File: config.mk
export PLATFORM = sky130hd
export DESIGN_NAME = score_digit_renderer
export DESIGN_NICKNAME = d
export VERILOG_FILES = /design/src/rtl/score_digit_renderer.sv
export SDC_FILE = /design/constraint.sdc
export NUM_CORES = 1
export LEC_CHECK = 0
export ABC_CLOCK_PERIOD_IN_PS = 2440
export CORE_MARGIN = 2
export CORE_UTILIZATION = 56
export DETAILED_ROUTE_END_ITERATION = 8
export PLACE_DENSITY = 0.78
export SETUP_SLACK_MARGIN = 0.5
export SLEW_MARGIN = 5
export SYNTH_ARGS = -nofsm -noshare
export SYNTH_HDL_FRONTEND = slang
export SYNTH_SLANG_ARGS = --single-unit
File: constraint.sdc
create_clock -name clk_25MHz -period 2.44 [get_ports clk_25MHz]
set_input_delay 0.488 -clock clk_25MHz [delete_from_list [all_inputs] [get_ports clk_25MHz]]
set_output_delay 0.488 -clock clk_25MHz [all_outputs]
set_load 0.01 [all_outputs]
File: src/rtl/score_digit_renderer.sv
// score_digit_renderer
//   Converts the 8-bit player score to three BCD digits with a sequential
//   double-dabble FSM, holds the result until the next frame boundary, and
//   draws the shown digits as seven-segment glyphs into the pixel stream.
//
//   Optional build macro: SCORE_LEADING_ZERO_BLANK_EN
//     defined   -> leading zero digits are blanked ("0", "7", "40")
//     undefined -> all three digits are always drawn ("000", "007", "040")
//
//   Ports
//     clk_25MHz      in   pixel clock
//     reset          in   asynchronous active-low reset
//     score[7:0]     in   binary score
//     frame_start    in   one-cycle pulse at start of vertical blanking
//     display_enable in   x_pixel/y_pixel are in the visible area
//     x_pixel[9:0]   in   current pixel column
//     y_pixel[9:0]   in   current pixel row
//     busy           out  conversion in progress (SHIFT or DONE)
//     score_pixel_on out  registered: pixel lies on a lit segment
//     rgb_out[11:0]  out  registered: FG_COLOR when lit, else 0
//
//   state | meaning
//   IDLE  | waiting for score to differ from the last converted value
//   SHIFT | one double-dabble iteration per cycle, 8 in total
//   DONE  | publish BCD result as pending, return to IDLE

module score_digit_renderer #(
    parameter int unsigned ORIGIN_X  = 16,
    parameter int unsigned ORIGIN_Y  = 16,
    parameter int unsigned SEG_LEN   = 16,
    parameter int unsigned SEG_THK   = 4,
    parameter int unsigned DIGIT_GAP = 8,
    parameter logic [11:0] FG_COLOR  = 12'hFFF
) (
    input  logic        clk_25MHz,
    input  logic        reset,
    input  logic [7:0]  score,
    input  logic        frame_start,
    input  logic        display_enable,
    input  logic [9:0]  x_pixel,
    input  logic [9:0]  y_pixel,
    output logic        busy,
    output logic        score_pixel_on,
    output logic [11:0] rgb_out
);

    localparam logic [10:0] T_C  = 11'(SEG_THK);
    localparam logic [10:0] L_C  = 11'(SEG_LEN);
    localparam logic [10:0] W_C  = 11'(SEG_LEN + 2 * SEG_THK);
    localparam logic [10:0] H_C  = 11'(2 * SEG_LEN + 3 * SEG_THK);
    localparam logic [10:0] X0_C = 11'(ORIGIN_X);
    localparam logic [10:0] Y0_C = 11'(ORIGIN_Y);
    localparam logic [10:0] PITCH_C = 11'(SEG_LEN + 2 * SEG_THK + DIGIT_GAP);

    typedef enum logic [1:0] {
        ST_IDLE  = 2'd0,
        ST_SHIFT = 2'd1,
        ST_DONE  = 2'd2
    } state_t;

    state_t      state_q, state_d;
    logic [7:0]  score_seen_q, score_seen_d;
    logic [7:0]  bin_q, bin_d;
    logic [11:0] bcd_q, bcd_d;
    logic [2:0]  cnt_q, cnt_d;
    logic [11:0] pending_bcd_q, pending_bcd_d;
    logic        pending_valid_q, pending_valid_d;
    logic [11:0] shown_q, shown_d;
    logic        pix_on_q, pix_on_d;
    logic [11:0] rgb_q, rgb_d;

    logic [11:0] bcd_adj;
    logic [19:0] shifted;

    // Segment bit order: [0]=a [1]=b [2]=c [3]=d [4]=e [5]=f [6]=g
    function automatic logic [6:0] seg_map(input logic [3:0] dig);
        logic [6:0] s;
        case (dig)
            4'd0:    s = 7'b0111111;
            4'd1:    s = 7'b0000110;
            4'd2:    s = 7'b1011011;
            4'd3:    s = 7'b1001111;
            4'd4:    s = 7'b1100110;
            4'd5:    s = 7'b1101101;
            4'd6:    s = 7'b1111101;
            4'd7:    s = 7'b0000111;
            4'd8:    s = 7'b1111111;
            4'd9:    s = 7'b1101111;
            default: s = 7'b0000000;
        endcase
        return s;
    endfunction

    // Pixels left of or above the glyph origin are rejected before the
    // subtraction so they can never wrap into the glyph box.
    function automatic logic digit_hit(
        input logic [10:0] px,
        input logic [10:0] py,
        input logic [10:0] x0,
        input logic [3:0]  dig
    );
        logic [10:0] dx, dy;
        logic [6:0]  s;
        logic        h_span, left, right;
        logic        row_a, row_g, row_d, upper, lower;
        logic        hit;
        hit = 1'b0;
        dx  = px - x0;
        dy  = py - Y0_C;
        s   = seg_map(dig);
        h_span = (dx >= T_C) && (dx < T_C + L_C);
        left   = (dx < T_C);
        right  = (dx >= T_C + L_C) && (dx < W_C);
        row_a  = (dy < T_C);
        row_g  = (dy >= T_C + L_C) && (dy < 2 * T_C + L_C);
        row_d  = (dy >= 2 * T_C + 2 * L_C) && (dy < H_C);
        upper  = (dy >= T_C) && (dy < T_C + L_C);
        lower  = (dy >= 2 * T_C + L_C) && (dy < 2 * T_C + 2 * L_C);
        if ((px >= x0) && (py >= Y0_C)) begin
            hit = (s[0] && h_span && row_a) ||
                  (s[6] && h_span && row_g) ||
                  (s[3] && h_span && row_d) ||
                  (s[5] && left   && upper) ||
                  (s[1] && right  && upper) ||
                  (s[4] && left   && lower) ||
                  (s[2] && right  && lower);
        end
        return hit;
    endfunction

    always_comb begin
        state_d         = state_q;
        score_seen_d    = score_seen_q;
        bin_d           = bin_q;
        bcd_d           = bcd_q;
        cnt_d           = cnt_q;
        pending_bcd_d   = pending_bcd_q;
        pending_valid_d = pending_valid_q;
        shown_d         = shown_q;
        bcd_adj         = bcd_q;
        shifted         = {bcd_q, bin_q};

        case (state_q)
            ST_IDLE: begin
                if (score != score_seen_q) begin
                    bin_d        = score;
                    score_seen_d = score;
                    bcd_d        = 12'h000;
                    cnt_d        = 3'd0;
                    state_d      = ST_SHIFT;
                end
            end
            ST_SHIFT: begin
                for (int n = 0; n < 3; n++) begin
                    if (bcd_q[n*4 +: 4] >= 4'd5) begin
                        bcd_adj[n*4 +: 4] = bcd_q[n*4 +: 4] + 4'd3;
                    end
                end
                shifted = {bcd_adj, bin_q} << 1;
                bcd_d   = shifted[19:8];
                bin_d   = shifted[7:0];
                cnt_d   = cnt_q + 3'd1;
                if (cnt_q == 3'd7) begin
                    state_d = ST_DONE;
                end
            end
            ST_DONE: begin
                state_d = ST_IDLE;
            end
            default: begin
                state_d = ST_IDLE;
            end
        endcase

        // Commit sees the old pending value; a result finishing in the same
        // cycle re-arms pending_valid and waits for the next frame.
        if (frame_start && pending_valid_q) begin
            shown_d         = pending_bcd_q;
            pending_valid_d = 1'b0;
        end
        if (state_q == ST_DONE) begin
            pending_bcd_d   = bcd_q;
            pending_valid_d = 1'b1;
        end
    end

    logic [2:0]  blank;
    logic [3:0]  digit_val [3];
    logic        lit;
    logic [10:0] px, py;

    always_comb begin
        px           = {1'b0, x_pixel};
        py           = {1'b0, y_pixel};
        digit_val[0] = shown_q[11:8];
        digit_val[1] = shown_q[7:4];
        digit_val[2] = shown_q[3:0];
`ifdef SCORE_LEADING_ZERO_BLANK_EN
        blank[0] = (shown_q[11:8] == 4'd0);
        blank[1] = (shown_q[11:8] == 4'd0) && (shown_q[7:4] == 4'd0);
        blank[2] = 1'b0;
`else
        blank = 3'b000;
`endif
        lit = 1'b0;
        for (int i = 0; i < 3; i++) begin
            if (!blank[i] &&
                digit_hit(px, py, X0_C + 11'(i) * PITCH_C, digit_val[i])) begin
                lit = 1'b1;
            end
        end
        pix_on_d = display_enable && lit;
        rgb_d    = pix_on_d ? FG_COLOR : 12'h000;
    end

    always_ff @(posedge clk_25MHz or negedge reset) begin
        if (!reset) begin
            state_q         <= ST_IDLE;
            score_seen_q    <= 8'd0;
            bin_q           <= 8'd0;
            bcd_q           <= 12'h000;
            cnt_q           <= 3'd0;
            pending_bcd_q   <= 12'h000;
            pending_valid_q <= 1'b0;
            shown_q         <= 12'h000;
            pix_on_q        <= 1'b0;
            rgb_q           <= 12'h000;
        end else begin
            state_q         <= state_d;
            score_seen_q    <= score_seen_d;
            bin_q           <= bin_d;
            bcd_q           <= bcd_d;
            cnt_q           <= cnt_d;
            pending_bcd_q   <= pending_bcd_d;
            pending_valid_q <= pending_valid_d;
            shown_q         <= shown_d;
            pix_on_q        <= pix_on_d;
            rgb_q           <= rgb_d;
        end
    end

    assign busy           = (state_q != ST_IDLE);
    assign score_pixel_on = pix_on_q;
    assign rgb_out        = rgb_q;

endmodule
# Word-level counts from Yosys, hierarchy flattened
# Memory sizes are Yosys's and may differ from the RTL's.
# Cells that the tools add are included.
[word_totals]
latch_bits = 0
register_bits = 71
input_bits = 32
mem_bits_rw = 0
rom_bits = 336
wordCells = 161
n_memories = 3
output_inout_bits = 14
[op_classes]
mul = 0
div = 0
n_eq_ne = 6
reduce_logical = 82
order_cmp = 31
muxes = 21
addsub = 8
shifts = 0
n_bitwise = 0
[mem_list]
columns = ["name", "depth", "width", "rd", "rd_ports_with_merged_regs", "wr", "line", "source"]
rows = [
  ["(no name shown)", 16, 7, 1, 0, 0, "78", "case (dig)"],
  ["(no name shown)", 16, 7, 1, 0, 0, "78", ""],
  ["(no name shown)", 16, 7, 1, 0, 0, "78", ""],
]
[op_table]
columns = ["cell", "count"]
rows = [
  ["11-bit by 5-bit less-than comparator with 1-bit output (second input constant)", 8],
  ["1-bit logical AND", 57],
  ["11-bit by 5-bit greater-or-equal comparator with 1-bit output (second input constant)", 5],
  ["11-bit by 3-bit greater-or-equal comparator with 1-bit output (second input constant)", 4],
  ["11-bit by 3-bit less-than comparator with 1-bit output (second input constant)", 4],
  ["12-bit two-way mux", 2],
  ["12-bit one-hot mux with 2 select lines", 1],
  ["11-bit by 6-bit less-than comparator with 1-bit output (second input constant)", 2],
  ["10-bit by 5-bit subtractor with 11-bit output (second input constant)", 2],
  ["10-bit by 5-bit greater-or-equal comparator with 1-bit output (second input constant)", 2],
  ["1-bit logical OR", 18],
  ["8-bit one-hot mux with 2 select lines", 1],
  ["4-bit by 3-bit greater-or-equal comparator with 1-bit output (second input constant)", 3],
  ["11-bit by 6-bit greater-or-equal comparator with 1-bit output (second input constant)", 1],
  ["10-bit by 6-bit subtractor with 11-bit output (second input constant)", 1],
  ["10-bit by 7-bit subtractor with 11-bit output (second input constant)", 1],
  ["10-bit by 6-bit greater-or-equal comparator with 1-bit output (second input constant)", 1],
  ["10-bit by 7-bit greater-or-equal comparator with 1-bit output (second input constant)", 1],
  ["4-bit by 2-bit adder with 4-bit output (second input constant)", 2],
  ["1-bit two-way mux", 8],
  ["4-bit two-way mux", 2],
  ["8-bit two-way mux", 1],
  ["8-bit != test", 1],
  ["3-bit two-way mux", 2],
  ["other kinds (12)", 18],
]

# Logic depth before layout (Yosys ltp)
[depth]
depth_word = 17
mapped_depth = 10
mapped_depth_nobuf = 9

# Worst setup path before layout
# Ideal clock, no wire load.
[synth_timing]
path_kind = "input to register"
start = "input x_pixel[4]"
end = "register rgb_q[10] (netlist: rgb_out[10])"
slack_ns = 0.130
arrival_time_ns = 2.228
n_path_buf = 1
stages = 9
setup_time_ns = 0.082
path_cell_list = "buf_4 > inv_1 > ha_1 > nor2_2 > o211ai_4 > a2111oi_4 > nand2_1 > a311o_1 > a31oi_1"
[synth_via]
elab_chain_cells = 17
word_cells_on_any_way = 98
[synth_rtl]
columns = ["item", "line", "source"]
rows = [
  ["start: declaration", "40", "input logic [9:0] x_pixel,"],
  ["10-bit by 5-bit subtractor with 11-bit output", "108", "dx = px - x0;"],
  ["11-bit by 3-bit greater-or-equal comparator with 1-bit output / 11-bit by 5-bit less-than comparator with 1-bit output (equally long branches)", "111", "h_span = (dx >= T_C) && (dx < T_C + L_C);"],
  ["1-bit logical AND", "111", ""],
  ["1-bit logical AND, on equally long branches (2 in series)", "120, 121", ""],
  ["1-bit logical OR", "120", "hit = (s[0] && h_span && row_a) ||"],
  ["1-bit logical OR", "121", "(s[6] && h_span && row_g) ||"],
  ["1-bit logical OR", "122", "(s[3] && h_span && row_d) ||"],
  ["1-bit logical OR", "123", "(s[5] && left && upper) ||"],
  ["1-bit logical OR", "124", "(s[1] && right && upper) ||"],
  ["1-bit logical OR", "125", "(s[4] && left && lower) ||"],
  ["1-bit two-way mux", "119", "if ((px >= x0) && (py >= Y0_C)) begin"],
  ["1-bit two-way mux (2 in series)", "207", "if (!blank[i] &&"],
  ["1-bit two-way mux (*)", "207", ""],
  ["1-bit logical AND (*)", "212", "pix_on_d = display_enable && lit;"],
  ["net pix_on_d", "69", "logic pix_on_q, pix_on_d;"],
  ["12-bit two-way mux (*)", "213", "rgb_d = pix_on_d ? FG_COLOR : 12'h000;"],
  ["end signal: assignment", "238", "rgb_q <= rgb_d;"],
  ["end: declaration", "70", "logic [11:0] rgb_q, rgb_d;"],
]
# The timed path passes the listed nets; every way through them passes the cells marked *.
# A chain may end at the register's enable or synchronous reset.

# Worst setup path after layout
[layout_timing]
start = "input x_pixel[6]"
end = "register rgb_q[10] (netlist: rgb_out[10])"
# Same word-level chain as after synthesis.

==> results.py <==
metrics = {
    "run_status": {
        "outcome": "completed",
    },
    "route": {
        "wl_met3_um": 225,
        "wl_per_cell_um": 15.4,
        "dr_total_vias": 3225,
        "drt_wl_total_mm": 8.78,
        "top_layer": "met4",
        "viasPerCell": 5.66,
        "drt_iter0_markers": 104,
        "dr_wl_met2_mm": 4.62,
        "postRouteAntennaNets": 0,
        "drc": 0,
        "drt_pass1_iterations": 5,
        "met1Wirelength_mm": 3.70,
    },
    "sta": {
        "fin_crit_sh_pct": 79.7,
        "setup_viol": 0,
        "fin_crit_ns": 1.94,
        "holdWs_ns": 0.116,
        "rsz0062_at_grt": "true",
        "finalHoldViolations": 0,
        "fmax_mhz": 514,
        "relSlewSlack_pct": 53.7,
        "tightest_slew_ns": 0.694,
        "slew_viol_final": 0,
        "fin_skew_ns": 0.00963,
    },
    "setup_path": {
        "crit_type": "in2reg",
        "required_ns": 2.69,
        "worstPathCellList": "dlymetal6s2s_1, nand4b_1, a21oi_4, o211ai_4, a2111oi_4, nand2_1, a311o_1, a31oi_1",
        "rrSetupSlack_ns": 0.56,
        "end_kind": "register",
        "ff2ff_path_depth": 9,
        "critPathMaxStageDelay_ns": 0.34,
        "startpoint": "x_pixel[6]",
        "arrival_ns": 2.20,
        "slowest_stage": "a2111oi_4",
        "cp_top_family": "compound AO/OA/AOI/OAI gates",
        "worstPathMaxFanout": 3,
        "crit_buf_inv": 1,
        "worstSetupStartpointType": "input pin",
        "r2r-end": "rgb_out[10]",
        "timing.rr.start": "digit_val[4]",
    },
    "floorplanning": {
        "num_rows": 30,
        "core_area_um2": 6720,
        "die_h_um": 86.9,
        "dieArea_um2": 7550,
        "start_util_pct": 57.3,
        "io_pins": 46,
        "die_x_um": 86.9,
    },
    "pwr": {
        "peakVddDrop_uv": 827,
        "power.density_nw_per_um2": 913,
        "p_leak_uw": 0.00236,
    },
    "yosys": {
        "synth_edf_count": 0,
        "synth_warnings": 0,
        "synth.top_cell.area_share_pct": 38.3,
        "yosysMostFrequentCell": "dfrtp_1",
        "syn-num-nets": 481,
        "ys_types": 52,
        "synth.avg_cell_area_um2": 9.23,
        "netlist_instances": 417,
        "ys_seq_area_share_pct": 38.3,
        "yosys-top-cells-area": "dfrtp_1 (38%), ha_1 (10%), mux2_2 (5.6%)",
        "ys.flop_type": "dfrtp_1",
        "netlist_area_um2": 3850,
        "synth_common_cells": "dfrtp_1 (59), nand2_1 (36), o21ai_0 (34)",
        "postSynth.asyncResetShare_pct": 100,
        "ys_ff_latch": 59,
        "synth_top_area_cell": "dfrtp_1",
    },
    "global_routing": {
        "antenna_found_initial": 0,
        "grt_first_pass_wirelength_mm": 14.0,
        "grt_pass1_vias": 3123,
        "overflow": 0,
        "grt_max_degree": 38,
        "grt_usage_pct": 23.5,
    },
    "clock_network": {
        "cts_root_buffer": "clkbuf_8",
        "numClockSinks": 59,
        "clock_path_buffers": 2,
        "numCtsBuffers": 9,
        "ctsHoldBuffers": 0,
        "insertion_delay_ns": 0.34,
        "clk_pin_slew_ns": 0.07,
        "cts_tree": "built",
        "htree_levels": 3,
    },
    "cells_and_area": {
        "finalInstanceArea_um2": 5100,
        "drive_gt1_share_pct": 26.5,
        "area_growth_pct": 32.4,
        "antenna_cells": 0,
        "nets": 549,
    },
    "placement": {
        "gp_congestion": 0.862,
        "io_buffers": 45,
        "place_hpwl_mm": 6.29,
        "place_area_um2": 4550,
    },
    "worst_hold_path": {
        "hold_path.class": "in2async",
    },
    "run": {
        "cap_violations": 0,
    },
}
==> per-layer routing <==
metal  global-route usage [%]  up-vias
li1                         -     1572
met1                     28.6     1555
met2                     40.7       70
met3                     2.84       28
met4                     12.1        0
met5                        0        -
==> where the power goes <==
group,internal [uW],switching (uW),leakage (uW)
clock,581,419,0.000106
sequential,1380,368,0.000742
combinational,933,969,0.00151
total,2890,1760,0.00236
==> per-stage QoR <==
| stage | TNS (ns) | util (%) | setup WS (ns) | cells | total power [uW] |
|---|---|---|---|---|---|
| after floorplan | 0 | - | 0.458 | 417 | 2960 |
| after global placement | -0.166 | 67.8 | -0.166 | 542 | 3420 |
| after detailed placement | -0.230 | 67.8 | -0.230 | 542 | 3520 |
| after CTS | 0 | 72.5 | 0.400 | 559 | 4560 |
| after global routing | 0 | 75.8 | 0.446 | 570 | 5020 |
| final | 0 | 75.8 | 0.496 | 570 | 4650 |
==> worst max path at each step <==
stage,to,cells after the start
global placement,rgb_out[10],9
CTS,rgb_out[10],8
detailed placement,rgb_out[10],9
global route,rgb_out[10],10
floorplan,rgb_out[10],10
finish,rgb_out[10],8
==> cell type report <==
class                   count  area (um^2)
well taps                  80          100
flip-flops and latches     59         1480
inverters                  30          124
clock inverters             7          101
multi-input cells         297         2330
clock buffers               9          124
fillers                   458         1620
repair buffers             88          833
==> layout by cell type, fill, tap and decap left out, types with 4 or more instances in the layout <==
cell              n
nand2_1          36
inv_2             6
nor2_1           26
xnor2_1           9
a21o_1            8
clkbuf_8          9
a31oi_1           5
ha_1             27
o22ai_1           6
ha_4              5
dfrtp_2           4
nand2b_1         11
o21ai_0          31
dlymetal6s2s_1   13
dfrtp_1          55
mux2_2           19
a21oi_1          11
nand3_1          19
nor2b_1          11
clkdlybuf4s50_1  25
inv_1            22
a221o_1           7
xor2_1            9
buf_4            36
nor3_1            5
buf_6             7
==> repair_timing <==
| item | in CTS | in global routing |
|---|---|---|
| pin swaps | 8 | 24 |
| gates resized for setup | 26 | 56 |
| buffers inserted | 1 | 11 |
| endpoints found under the setup margin | 22 | 30 |
==> state kept, by name, indices dropped and copies added (netlist names) <==
name and cells:
digit_val 12, pending_bcd_q 12, bcd_q 12, pending_valid_q 1, rgb_out 1, score_seen_q 8
bin_q 8, state_q 2, cnt_q 3
==> cell families after synthesis <==
group | after synthesis | share of synthesized area, %
buffers and inverters | 61 | 7.31
adder cells (fa/ha/maj) | 32 | 10.4
AO/OA/AOI/OAI | 96 | 17.3
AND/OR/NAND/NOR | 130 | 16.5
XOR/XNOR | 19 | 4.32
multiplexers | 20 | 5.82
flip-flops | 59 | 38.3
Power figures use the tool's default switching activity.
